[src/rtl/crypto_arbiter.sv]
// Round-robin arbiter sharing one encrypt/decrypt core between two requesters.
// Issues a one-cycle start, waits for the matching done or a timeout, then acks.
module crypto_arbiter #(
    parameter int unsigned DATA_W  = 128,
    parameter int unsigned TIMEOUT = 255,
    parameter int unsigned TO_W    = 8
) (
    input  logic              clk,
    input  logic              rst,
    input  logic [1:0]        req,
    input  logic [1:0]        req_dec,
    input  logic [DATA_W-1:0] req_data0,
    input  logic [DATA_W-1:0] req_data1,
    output logic [1:0]        gnt,
    output logic [1:0]        ack,
    output logic [1:0]        err,
    output logic [DATA_W-1:0] rsp_data,
    output logic              start_enc,
    output logic              start_dec,
    output logic [DATA_W-1:0] core_din,
    input  logic              enc_done,
    input  logic              dec_done,
    input  logic [DATA_W-1:0] core_dout,
    output logic              busy
);

    typedef enum logic [1:0] {
        S_IDLE,
        S_ISSUE,
        S_WAIT,
        S_RESP
    } state_t;

    localparam logic [TO_W-1:0] TO_LAST = TO_W'(TIMEOUT - 1);

    state_t          state;
    logic            sel;
    logic            sel_dec;
    logic            prio;
    logic [TO_W-1:0] cnt;

    logic            pick;
    logic            pick_dec;
    logic            done_hit;

    // With both requesting, prio names the requester that was not served last.
    always_comb begin
        pick = 1'b0;
        case (req)
            2'b01:   pick = 1'b0;
            2'b10:   pick = 1'b1;
            2'b11:   pick = prio;
            default: pick = 1'b0;
        endcase
        pick_dec = req_dec[pick];
        done_hit = sel_dec ? dec_done : enc_done;
    end

    always_ff @(posedge clk or negedge rst) begin
        if (!rst) begin
            state     <= S_IDLE;
            sel       <= 1'b0;
            sel_dec   <= 1'b0;
            prio      <= 1'b0;
            cnt       <= '0;
            gnt       <= '0;
            ack       <= '0;
            err       <= '0;
            start_enc <= 1'b0;
            start_dec <= 1'b0;
            busy      <= 1'b0;
            rsp_data  <= '0;
            core_din  <= '0;
        end else begin
            start_enc <= 1'b0;
            start_dec <= 1'b0;
            ack       <= '0;
            err       <= '0;
            case (state)
                S_IDLE: begin
                    if (|req) begin
                        sel       <= pick;
                        sel_dec   <= pick_dec;
                        core_din  <= pick ? req_data1 : req_data0;
                        gnt       <= pick ? 2'b10 : 2'b01;
                        start_dec <= pick_dec;
                        start_enc <= ~pick_dec;
                        busy      <= 1'b1;
                        state     <= S_ISSUE;
                    end
                end
                S_ISSUE: begin
                    cnt   <= '0;
                    state <= S_WAIT;
                end
                S_WAIT: begin
                    // A matching done on the final counted cycle still wins over timeout.
                    if (done_hit) begin
                        rsp_data <= core_dout;
                        ack      <= gnt;
                        state    <= S_RESP;
                    end else if (cnt == TO_LAST) begin
                        ack   <= gnt;
                        err   <= gnt;
                        state <= S_RESP;
                    end else begin
                        cnt <= cnt + TO_W'(1);
                    end
                end
                S_RESP: begin
                    prio  <= ~sel;
                    gnt   <= '0;
                    busy  <= 1'b0;
                    state <= S_IDLE;
                end
                default: state <= S_IDLE;
            endcase
        end
    end

endmodule

[config.mk]
export PLATFORM = sky130hd
export DESIGN_NAME = crypto_arbiter
export DESIGN_NICKNAME = d
export VERILOG_FILES = /design/src/rtl/crypto_arbiter.sv
export SDC_FILE = /design/constraint.sdc
export NUM_CORES = 1
export LEC_CHECK = 0
export BUFFER_PORTS_ARGS = -buffer_cell sky130_fd_sc_hd__clkbuf_2
export CORE_AREA = 2 2 253 255
export CTS_BUF_LIST = sky130_fd_sc_hd__clkbuf_2
export CTS_CLUSTER_DIAMETER = 150
export DETAILED_ROUTE_END_ITERATION = 6
export DIE_AREA = 0 0 255 257
export PLACE_DENSITY = 0.52
export SYNTH_ARGS = -nofsm -noshare
export SYNTH_HDL_FRONTEND = slang
export SYNTH_SLANG_ARGS = --single-unit
[constraint.sdc]
create_clock -name clk -period 2.3 [get_ports clk]
set_clock_uncertainty 0.2 [all_clocks]
set_input_delay 0.46 -clock clk [delete_from_list [all_inputs] [get_ports clk]]
set_output_delay 0.46 -clock clk [all_outputs]
set_load 0.05 [all_outputs]
==> results of run 1 <==
[cell usage after synthesis (2+ instances only)]
library cell	number
sky130_fd_sc_hd__dfrtp_1	278
sky130_fd_sc_hd__nand2_1	133
sky130_fd_sc_hd__mux2i_1	131
sky130_fd_sc_hd__mux2_2	95
sky130_fd_sc_hd__o21ai_0	77
sky130_fd_sc_hd__o21ai_1	59
sky130_fd_sc_hd__mux2_1	35
sky130_fd_sc_hd__buf_4	34
sky130_fd_sc_hd__buf_2	11
sky130_fd_sc_hd__nand3_1	9
sky130_fd_sc_hd__clkbuf_1	8
sky130_fd_sc_hd__nor2_1	8
sky130_fd_sc_hd__ha_1	7
sky130_fd_sc_hd__inv_1	7
sky130_fd_sc_hd__o211ai_1	5
sky130_fd_sc_hd__clkbuf_2	4
sky130_fd_sc_hd__and3_1	3
sky130_fd_sc_hd__buf_6	3
sky130_fd_sc_hd__nand3b_1	2
sky130_fd_sc_hd__nand4_1	2
sky130_fd_sc_hd__o21ai_2	2
sky130_fd_sc_hd__o31ai_1	2
sky130_fd_sc_hd__or3_1	2
[through the flow]
stage	hold slack, ns	instances
after floorplan	-0.0356	934
after global placement	0.233	2433
after detailed placement	0.237	2433
[cell families after synthesis]
kind of cell,after synthesis,synth area share
buf+inv,68,0.0361
fa+ha+maj,7,0.00745
xor+xnor,1,0.000745
mux,262,0.237
simple gates,165,0.0573
flops,278,0.592
compound gates,153,0.0697
==> impl_table.tex, run 1 <==
\begin{tabular}{lr}
\hline
Metric & Value \\
\hline
\multicolumn{2}{l}{\textbf{Clock network}} \\
Sink Count & around 280 \\
Post-CTS Hold Buffers & 520 \\
Largest buffer count on any clock path & 3 \\
Number of clock buffers inserted by TritonCTS & between 70 and 80 \\
CTS HTree Levels & 3 \\
Clock Root Buffer & sky130\_fd\_sc\_hd\_\_clkbuf\_2 \\
CTS resizes & $\sim$540 \\
Post-CTS Setup Repair Bufs & 25 \\
\multicolumn{2}{l}{\textbf{Placement}} \\
Final GP Congestion & 0.893 \\
Number of input and output port buffers inserted & 656 \\
Pre-CTS setup slack & between 0.2 and 0.25 ns \\
Instance area after placement & between 15000 and 20000 um\^{}2 \\
Post-detail-place hpwl & 32.5 mm \\
\multicolumn{2}{l}{\textbf{Yosys}} \\
Post-synth net total & between 1000 and 1500 \\
Synthesized area divided by synthesized cell count & 12.6 um\^{}2 \\
Count of flip-flops with a built-in enable after synthesis & 0 \\
Leading post-synthesis cells by cell area & sky130\_fd\_sc\_hd\_\_dfrtp\_1 59\%, sky130\_fd\_sc\_hd\_\_mux2i\_1 11\%, sky130\_fd\_sc\_hd\_\_mux2\_2 9.1\%, sky130\_fd\_sc\_hd\_\_nand2\_1 4.2\%, sky130\_fd\_sc\_hd\_\_mux2\_1 3.4\% \\
Post-synthesis sequential element count & between 200 and 300 \\
Register area share after synthesis & 0.592 \\
Post-synth ARST share & 1.00 \\
Cell variety after synth & 40 \\
Warnings from Yosys & 0 \\
Synthesized area & about 12000 um\^{}2 \\
Top-area cell type share of the netlist area & 0.592 \\
Yosys top cell by area & sky130\_fd\_sc\_hd\_\_dfrtp\_1 \\
Number of standard cells after synthesis & between 900 and 1000 \\
Most instantiated flip-flop cell in the synthesis netlist & sky130\_fd\_sc\_hd\_\_dfrtp\_1 \\
\multicolumn{2}{l}{\textbf{Die}} \\
I/O pin cnt & roughly 660 \\
Std cell rows & 92 \\
Vertical extent of the die & 257 um \\
Starting density of the core & 0.187 \\
Die width & between 200 and 300 um \\
\multicolumn{2}{l}{\textbf{Status}} \\
Last flow stage reached & clock tree synthesis \\
Run status & did not finish \\
Halt Reason & [ERROR RSZ-0060] Max buffer count reached. \\
\hline
\end{tabular}
==> run 2, diff against run 1 <==
==> config.mk (replaced) <==
export PLATFORM = sky130hd
export DESIGN_NAME = crypto_arbiter
export DESIGN_NICKNAME = d
export VERILOG_FILES = /design/src/rtl/crypto_arbiter.sv
export SDC_FILE = /design/constraint.sdc
export NUM_CORES = 1
export LEC_CHECK = 0
export BUFFER_PORTS_ARGS = -buffer_cell sky130_fd_sc_hd__clkbuf_2
export CORE_AREA = 2 2 255 257
export DETAILED_ROUTE_END_ITERATION = 6
export DIE_AREA = 0 0 257 259
export PLACE_DENSITY_LB_ADDON = 0.15
export SYNTH_ARGS = -nofsm -noshare
export SYNTH_HDL_FRONTEND = slang
export SYNTH_SLANG_ARGS = --single-unit
==> run 2 against run 1 <==
The run now ends clean. Synthesized area unchanged. Synthesized cell count is the same.
==> impl_table.tex, run 2 <==
\begin{tabular}{lr}
\hline
Metric & Value \\
\hline
\multicolumn{2}{l}{\textbf{Timing}} \\
RSZ-0062 raised after global routing & yes \\
Fin. Hold Viols & 0 \\
Number of max-slew violations in the final report & 0 \\
Final setup violation count & 0 \\
Tcrit/Tclk final & 0.958 \\
Actual slew at the worst max-slew pin & between 0.9 and 1 ns \\
Highest achievable clock rate & around 0.45 GHz \\
Final critical path time including I/O delays and setup & approximately 2.2 ns \\
Worst-case hold slack & approximately 0.026 ns \\
Slew margin rel. & 0.381 \\
\multicolumn{2}{l}{\textbf{Status}} \\
Run status & completed \\
\multicolumn{2}{l}{\textbf{Setup path}} \\
Capturing point of the worst reg2reg path & core\_din[0] \\
Register-to-Register Setup Slack & just under 0.1 ns \\
Startpoint-to-endpoint class of the critical path & register to register \\
Number of cells traversed by the worst register-to-register path & 6 \\
Setup crit end & core\_din[0] \\
Number of cells on the critical path & 6 \\
Kind of cell with the highest combined delay on the critical path & buffers and inverters \\
Setup crit end kind & register \\
Delay of the slowest cell on the worst path & $\sim$0.56 ns \\
Worst path cell trace & o21ai\_4 -> buf\_12 -> buf\_4 -> mux2i\_1 -> dlygate4sd3\_1 -> o21ai\_0 \\
Max Fanout on Critical Path & 14 \\
Required time at the endpoint of the critical path & $\sim$2.5 ns \\
Startpoint types & register \\
Critical path arrival & around 2.4 ns \\
Critical path buffer and inverter count & 3 \\
CP Launch Point & prio \\
Worst reg2reg startpoint & prio \\
CP max stage cell & sky130\_fd\_sc\_hd\_\_dlygate4sd3\_1 \\
\multicolumn{2}{l}{\textbf{Routing}} \\
First drt pass iteration count & 4 \\
Residual antenna-violating net count after detailed routing & 0 \\
Average wire per cell in the routed design & about 16 um \\
Via density per instance & a little under 4 \\
Violation count after the first detailed-route iteration & roughly 310 \\
Via Count & approximately 11000 \\
Total DRC errors in the routed layout & 0 \\
Wirelength, routed & around 44 mm \\
\multicolumn{2}{l}{\textbf{Clock network}} \\
Largest buffer count on any clock path & 3 (unchanged) \\
Clock Root Buffer & sky130\_fd\_sc\_hd\_\_clkbuf\_16 \\
TritonCTS clock tree & done \\
Reg clk slew, reported paths & about 0.060 ns \\
Number of clock buffers inserted by TritonCTS & 36 (-54\%) \\
Clock latency at the later pin of the worst-skew pair & around 0.53 ns \\
Sink Count & 278 (unchanged) \\
CTS HTree Levels & 2 (-1) \\
\multicolumn{2}{l}{\textbf{Power}} \\
Share of total power in the clock network & 0.183 \\
Switching power as a share of total power & 0.505 \\
Power density over the cells & $\sim$1600 nW/um\^{}2 \\
Max rail drop VDD & between 0.5 and 0.6 mV \\
Part of the total power dissipated in combinational logic & 0.540 \\
Cell internal pwr & roughly 15 mW \\
Switching power of the nets & between 15 and 20 mW \\
Leak pwr & slightly above 10 nW \\
Register share of total power & 0.277 \\
\multicolumn{2}{l}{\textbf{Yosys}} \\
Count of flip-flops with a built-in enable after synthesis & 0 (unchanged) \\
Post-synth net total & 1333 (unchanged) \\
Top-area cell type share of the netlist area & 0.592 (unchanged) \\
Post-synth ARST share & 1.00 (unchanged) \\
Register area share after synthesis & 0.592 (unchanged) \\
Synthesized area divided by synthesized cell count & 12.6 um\^{}2 (unchanged) \\
Post-synthesis sequential element count & 278 (unchanged) \\
Synthesized area & 11800 um\^{}2 (unchanged) \\
Yosys top cell by area & sky130\_fd\_sc\_hd\_\_dfrtp\_1 \\
Cell variety after synth & 40 (unchanged) \\
Number of standard cells after synthesis & 934 (unchanged) \\
Warnings from Yosys & 0 (unchanged) \\
Synth cell count leaders & 278 x sky130\_fd\_sc\_hd\_\_dfrtp\_1, 133 x sky130\_fd\_sc\_hd\_\_nand2\_1, 131 x sky130\_fd\_sc\_hd\_\_mux2i\_1 \\
Most instantiated flip-flop cell in the synthesis netlist & sky130\_fd\_sc\_hd\_\_dfrtp\_1 \\
Cell with the most instances after synthesis & sky130\_fd\_sc\_hd\_\_dfrtp\_1 \\
Leading post-synthesis cells by cell area & sky130\_fd\_sc\_hd\_\_dfrtp\_1 59\%, sky130\_fd\_sc\_hd\_\_mux2i\_1 11\%, sky130\_fd\_sc\_hd\_\_mux2\_2 9.1\%, sky130\_fd\_sc\_hd\_\_nand2\_1 4.2\%, sky130\_fd\_sc\_hd\_\_mux2\_1 3.4\% \\
\multicolumn{2}{l}{\textbf{Final layout}} \\
Largest registers ranked by flip-flop count & core\_din (128), rsp\_data (128), cnt (8) \\
Most frequent standard cell in the layout excluding fill and tap cells & sky130\_fd\_sc\_hd\_\_clkbuf\_2 \\
Final Core Density & 0.313 \\
Area growth from synthesis to layout & 69.8\% \\
Register area & 6960 um\^{}2 \\
Most used cells in the layout excluding fill and tap cells & 655 x sky130\_fd\_sc\_hd\_\_clkbuf\_2, 278 x sky130\_fd\_sc\_hd\_\_dfrtp\_1, 236 x sky130\_fd\_sc\_hd\_\_dlygate4sd3\_1 \\
Fin nets & approximately 2300 \\
Multi-input gate area in the final layout & $\sim$4400 um\^{}2 \\
Filler cells & 6618 \\
Share of post-route cells with drive strength above 1 & 0.461 \\
\multicolumn{2}{l}{\textbf{Placement}} \\
Post-detail-place hpwl & 34.2 mm (+5.1\%) \\
Number of input and output port buffers inserted & 656 (unchanged) \\
Final GP Congestion & 0.843 (-5.6\%) \\
\multicolumn{2}{l}{\textbf{Die}} \\
Std cell rows & 93 (+1.1\%) \\
Die width & 257 um (+0.78\%) \\
Floorplan Core Area & about 64000 um\^{}2 \\
Die footprint & 66600 um\^{}2 \\
I/O pin cnt & 657 (unchanged) \\
Starting density of the core & 0.184 (-0.00337) \\
Vertical extent of the die & 259 um (+0.78\%) \\
\multicolumn{2}{l}{\textbf{Global routing}} \\
Largest net degree at the start of global routing & 65 \\
Aggregate global routing overflow & 0 \\
Gr usage total & 0.128 \\
Vias in the first global route & 11200 \\
Number of antenna violations at the first check in global routing & 1 \\
Global-route wire length before repair & around 66 mm \\
\multicolumn{2}{l}{\textbf{Hold path}} \\
Worst hold path type & primary input to register \\
\multicolumn{2}{l}{\textbf{Flow run}} \\
Max-cap violations & 0 \\
\hline
\end{tabular}
-- run 2: cell counts after synthesis --
Identical to the previous run, type by type.
-- run 2: what timing repair did --
action / in CTS / in global routing
gates resized for setup: 0 / 2
buffers inserted: 0 / 6
endpoints found under the setup margin: 0 / 20
hold endpoints to repair: 219 / 0
hold buffers: 236 / 0
-- run 2: kinds of logic (layout without fill, tap and decap cells) --
| family | after synthesis | in the layout | synth area share |
|---|---|---|---|
| simple gates | 165 | 165 | 0.0573 |
| fa+ha+maj | 7 | 7 | 0.00745 |
| buf+inv | 68 | 1021 | 0.0361 |
| other cells | 0 | 1 | 0 |
| compound gates | 153 | 153 | 0.0697 |
| flops | 278 | 278 | 0.592 |
| mux | 262 | 262 | 0.237 |
| xor+xnor | 1 | 1 | 0.000745 |
-- run 2: worst min-delay path by stage --
stage	cells past startpoint	startpoint	endpoint
floorplan	0	rst	ack[0]
global placement	1	rst	rsp_data[33]
detailed placement	1	rst	rsp_data[33]
CTS	3	req_data0[121]	core_din[121]
global route	3	req_data1[54]	core_din[54]
finish	3	req_data1[104]	core_din[104]
-- run 2: final cells by class --
| type | instances | area share |
|---|---|---|
| inverter | 8 | 0.00150 |
| antenna | 1 | 0.000125 |
| clock inverter | 6 | 0.00345 |
| multi-input combinational | 588 | 0.220 |
| clock buffer | 57 | 0.0567 |
| sequential | 278 | 0.348 |
| timing repair buffer | 950 | 0.316 |
| tap | 855 | 0.0536 |
-- run 2: worst reg2reg max path, stage by stage, from the launching register on --
cell	delay, ns
sky130_fd_sc_hd__dfrtp_1	0.42
sky130_fd_sc_hd__o21ai_4	0.20
sky130_fd_sc_hd__buf_12	0.19
sky130_fd_sc_hd__buf_4	0.24
sky130_fd_sc_hd__mux2i_1	0.21
sky130_fd_sc_hd__dlygate4sd3_1	0.56
sky130_fd_sc_hd__o21ai_0	0.07
-- run 2: metal layers --
| metal | share of wire | wire length (um) | vias up | GRT usage |
|---|---|---|---|---|
| met5 | 0 | 0 | - | 0 |
| met4 | 0.025 | 1100 | 0 | 0.0392 |
| met3 | 0.071 | 3120 | 69 | 0.0357 |
| met2 | 0.51 | 22400 | 437 | 0.231 |
| met1 | 0.40 | 17600 | 4950 | 0.146 |
| li1 | - | - | 5106 | - |
-- run 2: metrics by stage --
step                TNS (ns)  power (mW)  setup slack, ns  area [um^2]  instances
floorplan                  0        20.4            0.355        11800        934
global placement           0        25.1           0.0822        16300       2436
detailed placement         0        25.2           0.0179        16300       2436
CTS                        0        31.5           0.0332        19900       2735
global route          -0.159        32.8          -0.0398        20000       2743
finish                     0        31.0           0.0975        20000       2743
-- run 2: power groups by stage --
| stage | sequential (mW) | clock, mW | combinational [mW] |
|---|---|---|---|
| floorplan | 16.5 | 0 | 3.96 |
| global placement | 8.63 | 0 | 16.5 |
| detailed placement | 8.67 | 0 | 16.6 |
| CTS | 8.63 | 5.90 | 17.0 |
| global route | 8.91 | 6.10 | 17.8 |
| finish | 8.60 | 5.66 | 16.7 |
Note: power is estimated with default switching activity, not from simulation.
==> run 3, diff against run 2 <==
--- a/config.mk
+++ b/config.mk
@@ -9,6 +9,7 @@
 export CORE_AREA = 2 2 255 257
 export DETAILED_ROUTE_END_ITERATION = 6
 export DIE_AREA = 0 0 257 259
+export MAX_ROUTING_LAYER = met4
 export PLACE_DENSITY_LB_ADDON = 0.15
 export SYNTH_ARGS = -nofsm -noshare
 export SYNTH_HDL_FRONTEND = slang
==> run 3 against run 2 <==
Setup slack gained 0.0017 ns. Utilization hardly changed. Sequential share of layout area is essentially flat. Sequential power about the same. Largest cell class unchanged. Critical path depth unchanged. Combinational power hardly changed. Register-to-register slack about the same. Highest routed layer unchanged. Worst hold slack gained 0.0029 ns. Die area unchanged.
==> impl_table.tex, run 3 (same netlist as run 2, synthesis figures left out) <==
\begin{tabular}{lr}
\hline
Metric & Value \\
\hline
\multicolumn{2}{l}{\textbf{Global routing}} \\
Vias in the first global route & 11300 (+0.19\%) \\
Largest net degree at the start of global routing & 65 (unchanged) \\
Number of antenna violations at the first check in global routing & 1 (unchanged) \\
Gr usage total & 0.132 (+0.00378) \\
Global-route wire length before repair & 65.9 mm (about the same) \\
Aggregate global routing overflow & 0 (unchanged) \\
\multicolumn{2}{l}{\textbf{Die}} \\
Vertical extent of the die & 259 um (unchanged) \\
Starting density of the core & 0.184 (unchanged) \\
I/O pin cnt & 657 (unchanged) \\
Std cell rows & 93 (unchanged) \\
Die footprint & 66600 um\^{}2 (unchanged) \\
Die width & 257 um (unchanged) \\
Floorplan Core Area & 63900 um\^{}2 (unchanged) \\
\multicolumn{2}{l}{\textbf{Clock network}} \\
Largest buffer count on any clock path & 3 (unchanged) \\
Number of clock buffers inserted by TritonCTS & 36 (unchanged) \\
CTS HTree Levels & 2 (unchanged) \\
TritonCTS clock tree & done \\
Reg clk slew, reported paths & 0.06 ns (about the same) \\
Clock latency at the later pin of the worst-skew pair & 0.53 ns (about the same) \\
Sink Count & 278 (unchanged) \\
Clock Root Buffer & sky130\_fd\_sc\_hd\_\_clkbuf\_16 \\
\multicolumn{2}{l}{\textbf{Final layout}} \\
Filler cells & 6616 (-0.030\%) \\
Most used cells in the layout excluding fill and tap cells & 655 x sky130\_fd\_sc\_hd\_\_clkbuf\_2, 278 x sky130\_fd\_sc\_hd\_\_dfrtp\_1, 234 x sky130\_fd\_sc\_hd\_\_dlygate4sd3\_1 \\
Final Core Density & 0.313 (about the same) \\
Fin nets & 2261 (unchanged) \\
Most frequent standard cell in the layout excluding fill and tap cells & sky130\_fd\_sc\_hd\_\_clkbuf\_2 \\
Register area & 6960 um\^{}2 (unchanged) \\
Share of post-route cells with drive strength above 1 & 0.461 (unchanged) \\
Area growth from synthesis to layout & 69.8\% (about the same) \\
Largest registers ranked by flip-flop count & core\_din (128), rsp\_data (128), cnt (8) \\
Multi-input gate area in the final layout & 4400 um\^{}2 (unchanged) \\
\multicolumn{2}{l}{\textbf{Routing}} \\
Total DRC errors in the routed layout & 0 (unchanged) \\
First drt pass iteration count & 4 (unchanged) \\
Violation count after the first detailed-route iteration & 246 (-20\%) \\
Wirelength, routed & 44.0 mm (-0.20\%) \\
Via density per instance & 3.85 (about the same) \\
Residual antenna-violating net count after detailed routing & 0 (unchanged) \\
Average wire per cell in the routed design & 16.1 um (-0.20\%) \\
Via Count & 10600 (-0.047\%) \\
\multicolumn{2}{l}{\textbf{Setup path}} \\
Max Fanout on Critical Path & 14 (unchanged) \\
Critical path arrival & 2.41 ns (about the same) \\
Startpoint types & register \\
Worst reg2reg startpoint & prio \\
Register-to-Register Setup Slack & 0.1 ns (about the same) \\
Capturing point of the worst reg2reg path & core\_din[0] \\
Startpoint-to-endpoint class of the critical path & register to register \\
Setup crit end kind & register \\
Required time at the endpoint of the critical path & 2.51 ns (about the same) \\
CP Launch Point & prio \\
Setup crit end & core\_din[0] \\
Number of cells traversed by the worst register-to-register path & 6 (unchanged) \\
\multicolumn{2}{l}{\textbf{Timing}} \\
PnR worst setup slack & 0.0992 ns (+0.00168 ns) \\
Fin. Hold Viols & 0 (unchanged) \\
Worst-case hold slack & 0.0287 ns (+0.00292 ns) \\
Setup TNS & 0 ns (unchanged) \\
Slew margin rel. & 0.381 (about the same) \\
Number of max-slew violations in the final report & 0 (unchanged) \\
Highest achievable clock rate & 0.454 GHz (about the same) \\
Actual slew at the worst max-slew pin & 0.925 ns (-0.000162 ns) \\
RSZ-0062 raised after global routing & yes \\
Tcrit/Tclk final & 0.957 (about the same) \\
Final critical path time including I/O delays and setup & 2.20 ns (-0.00168 ns) \\
Final setup violation count & 0 (unchanged) \\
\multicolumn{2}{l}{\textbf{Hold path}} \\
Worst hold path type & primary input to register \\
\multicolumn{2}{l}{\textbf{Status}} \\
Run status & completed \\
\multicolumn{2}{l}{\textbf{Flow run}} \\
Max-cap violations & 0 (unchanged) \\
\multicolumn{2}{l}{\textbf{Placement}} \\
Final GP Congestion & 0.856 (+1.6\%) \\
Number of input and output port buffers inserted & 656 (unchanged) \\
Pre-CTS setup slack & 0.0179 ns (unchanged) \\
Post-detail-place hpwl & 34.2 mm (unchanged) \\
\multicolumn{2}{l}{\textbf{Power}} \\
Power density over the cells & 1550 nW/um\^{}2 (about the same) \\
Leak pwr & 10.2 nW (+0.17\%) \\
Total power after layout & 31.0 mW (about the same) \\
Max rail drop VDD & 0.512 mV (about the same) \\
\hline
\end{tabular}
[run 3: cell types whose count changed in the layout (fill, tap and decap cells not counted)]
cell / before / now
sky130_fd_sc_hd__dlygate4sd3_1: 236 / 234
sky130_fd_sc_hd__dlymetal6s4s_1: 0 / 2
[run 3: how the worst min path moves through the flow]
stage,from,to,slack [ns],cells past startpoint
after floorplan,rst,ack[0],-0.04,0
after global placement,rst,rsp_data[33],0.22,1
after detailed placement,rst,rsp_data[33],0.22,1
after CTS,req_data0[121],core_din[121],0.001,3
after global routing,req_data1[54],core_din[54],0.02,3
final,req_data1[104],core_din[104],0.03,3
[run 3: repair_timing]
action,4_1_cts,5_1_grt
resized for setup,0,4
endpoints found under the setup margin,0,20
setup buffers,0,6
endpoints found under the hold margin,219,0
hold buffers,236,0
[run 3: per-layer routing]
metal	vias to the layer above	track usage	wire, um
met5	-	-	0
met4	0	0.0394	1070
met3	68	0.0348	3020
met2	448	0.231	22400
met1	4930	0.147	17600
li1	5111	-	-
[run 3: per-stage QoR]
stage / std cells / area (um^2)
after floorplan: 934 / 11800
after global placement: 2436 / 16300
after detailed placement: 2436 / 16300
after CTS: 2735 / 19900
after global routing: 2743 / 20000
final: 2743 / 20000
[run 3: final cells by class]
class | instances | area share
flip-flops and latches | 278 | 0.348
repair buffers | 950 | 0.316
multi-input cells | 588 | 0.220
clock buffers | 57 | 0.0567
well taps | 855 | 0.0536
clock inverters | 6 | 0.00345
inverters | 8 | 0.00150
diodes | 1 | 0.000125
[run 3: critical path: stages, from the launching register on]
cell and delay, ns:
sky130_fd_sc_hd__dfrtp_1 0.42, sky130_fd_sc_hd__o21ai_4 0.20, sky130_fd_sc_hd__buf_12 0.19, sky130_fd_sc_hd__buf_4 0.24, sky130_fd_sc_hd__mux2i_1 0.20, sky130_fd_sc_hd__dlygate4sd3_1 0.56
sky130_fd_sc_hd__o21ai_0 0.07
[run 3: power by group]
| part | total, mW | switching [mW] | internal (mW) |
|---|---|---|---|
| clock network | 5.65 | 2.17 | 3.48 |
| registers | 8.60 | 1.31 | 7.29 |
| logic | 16.7 | 12.2 | 4.56 |
| total | 31.0 | 15.7 | 15.3 |
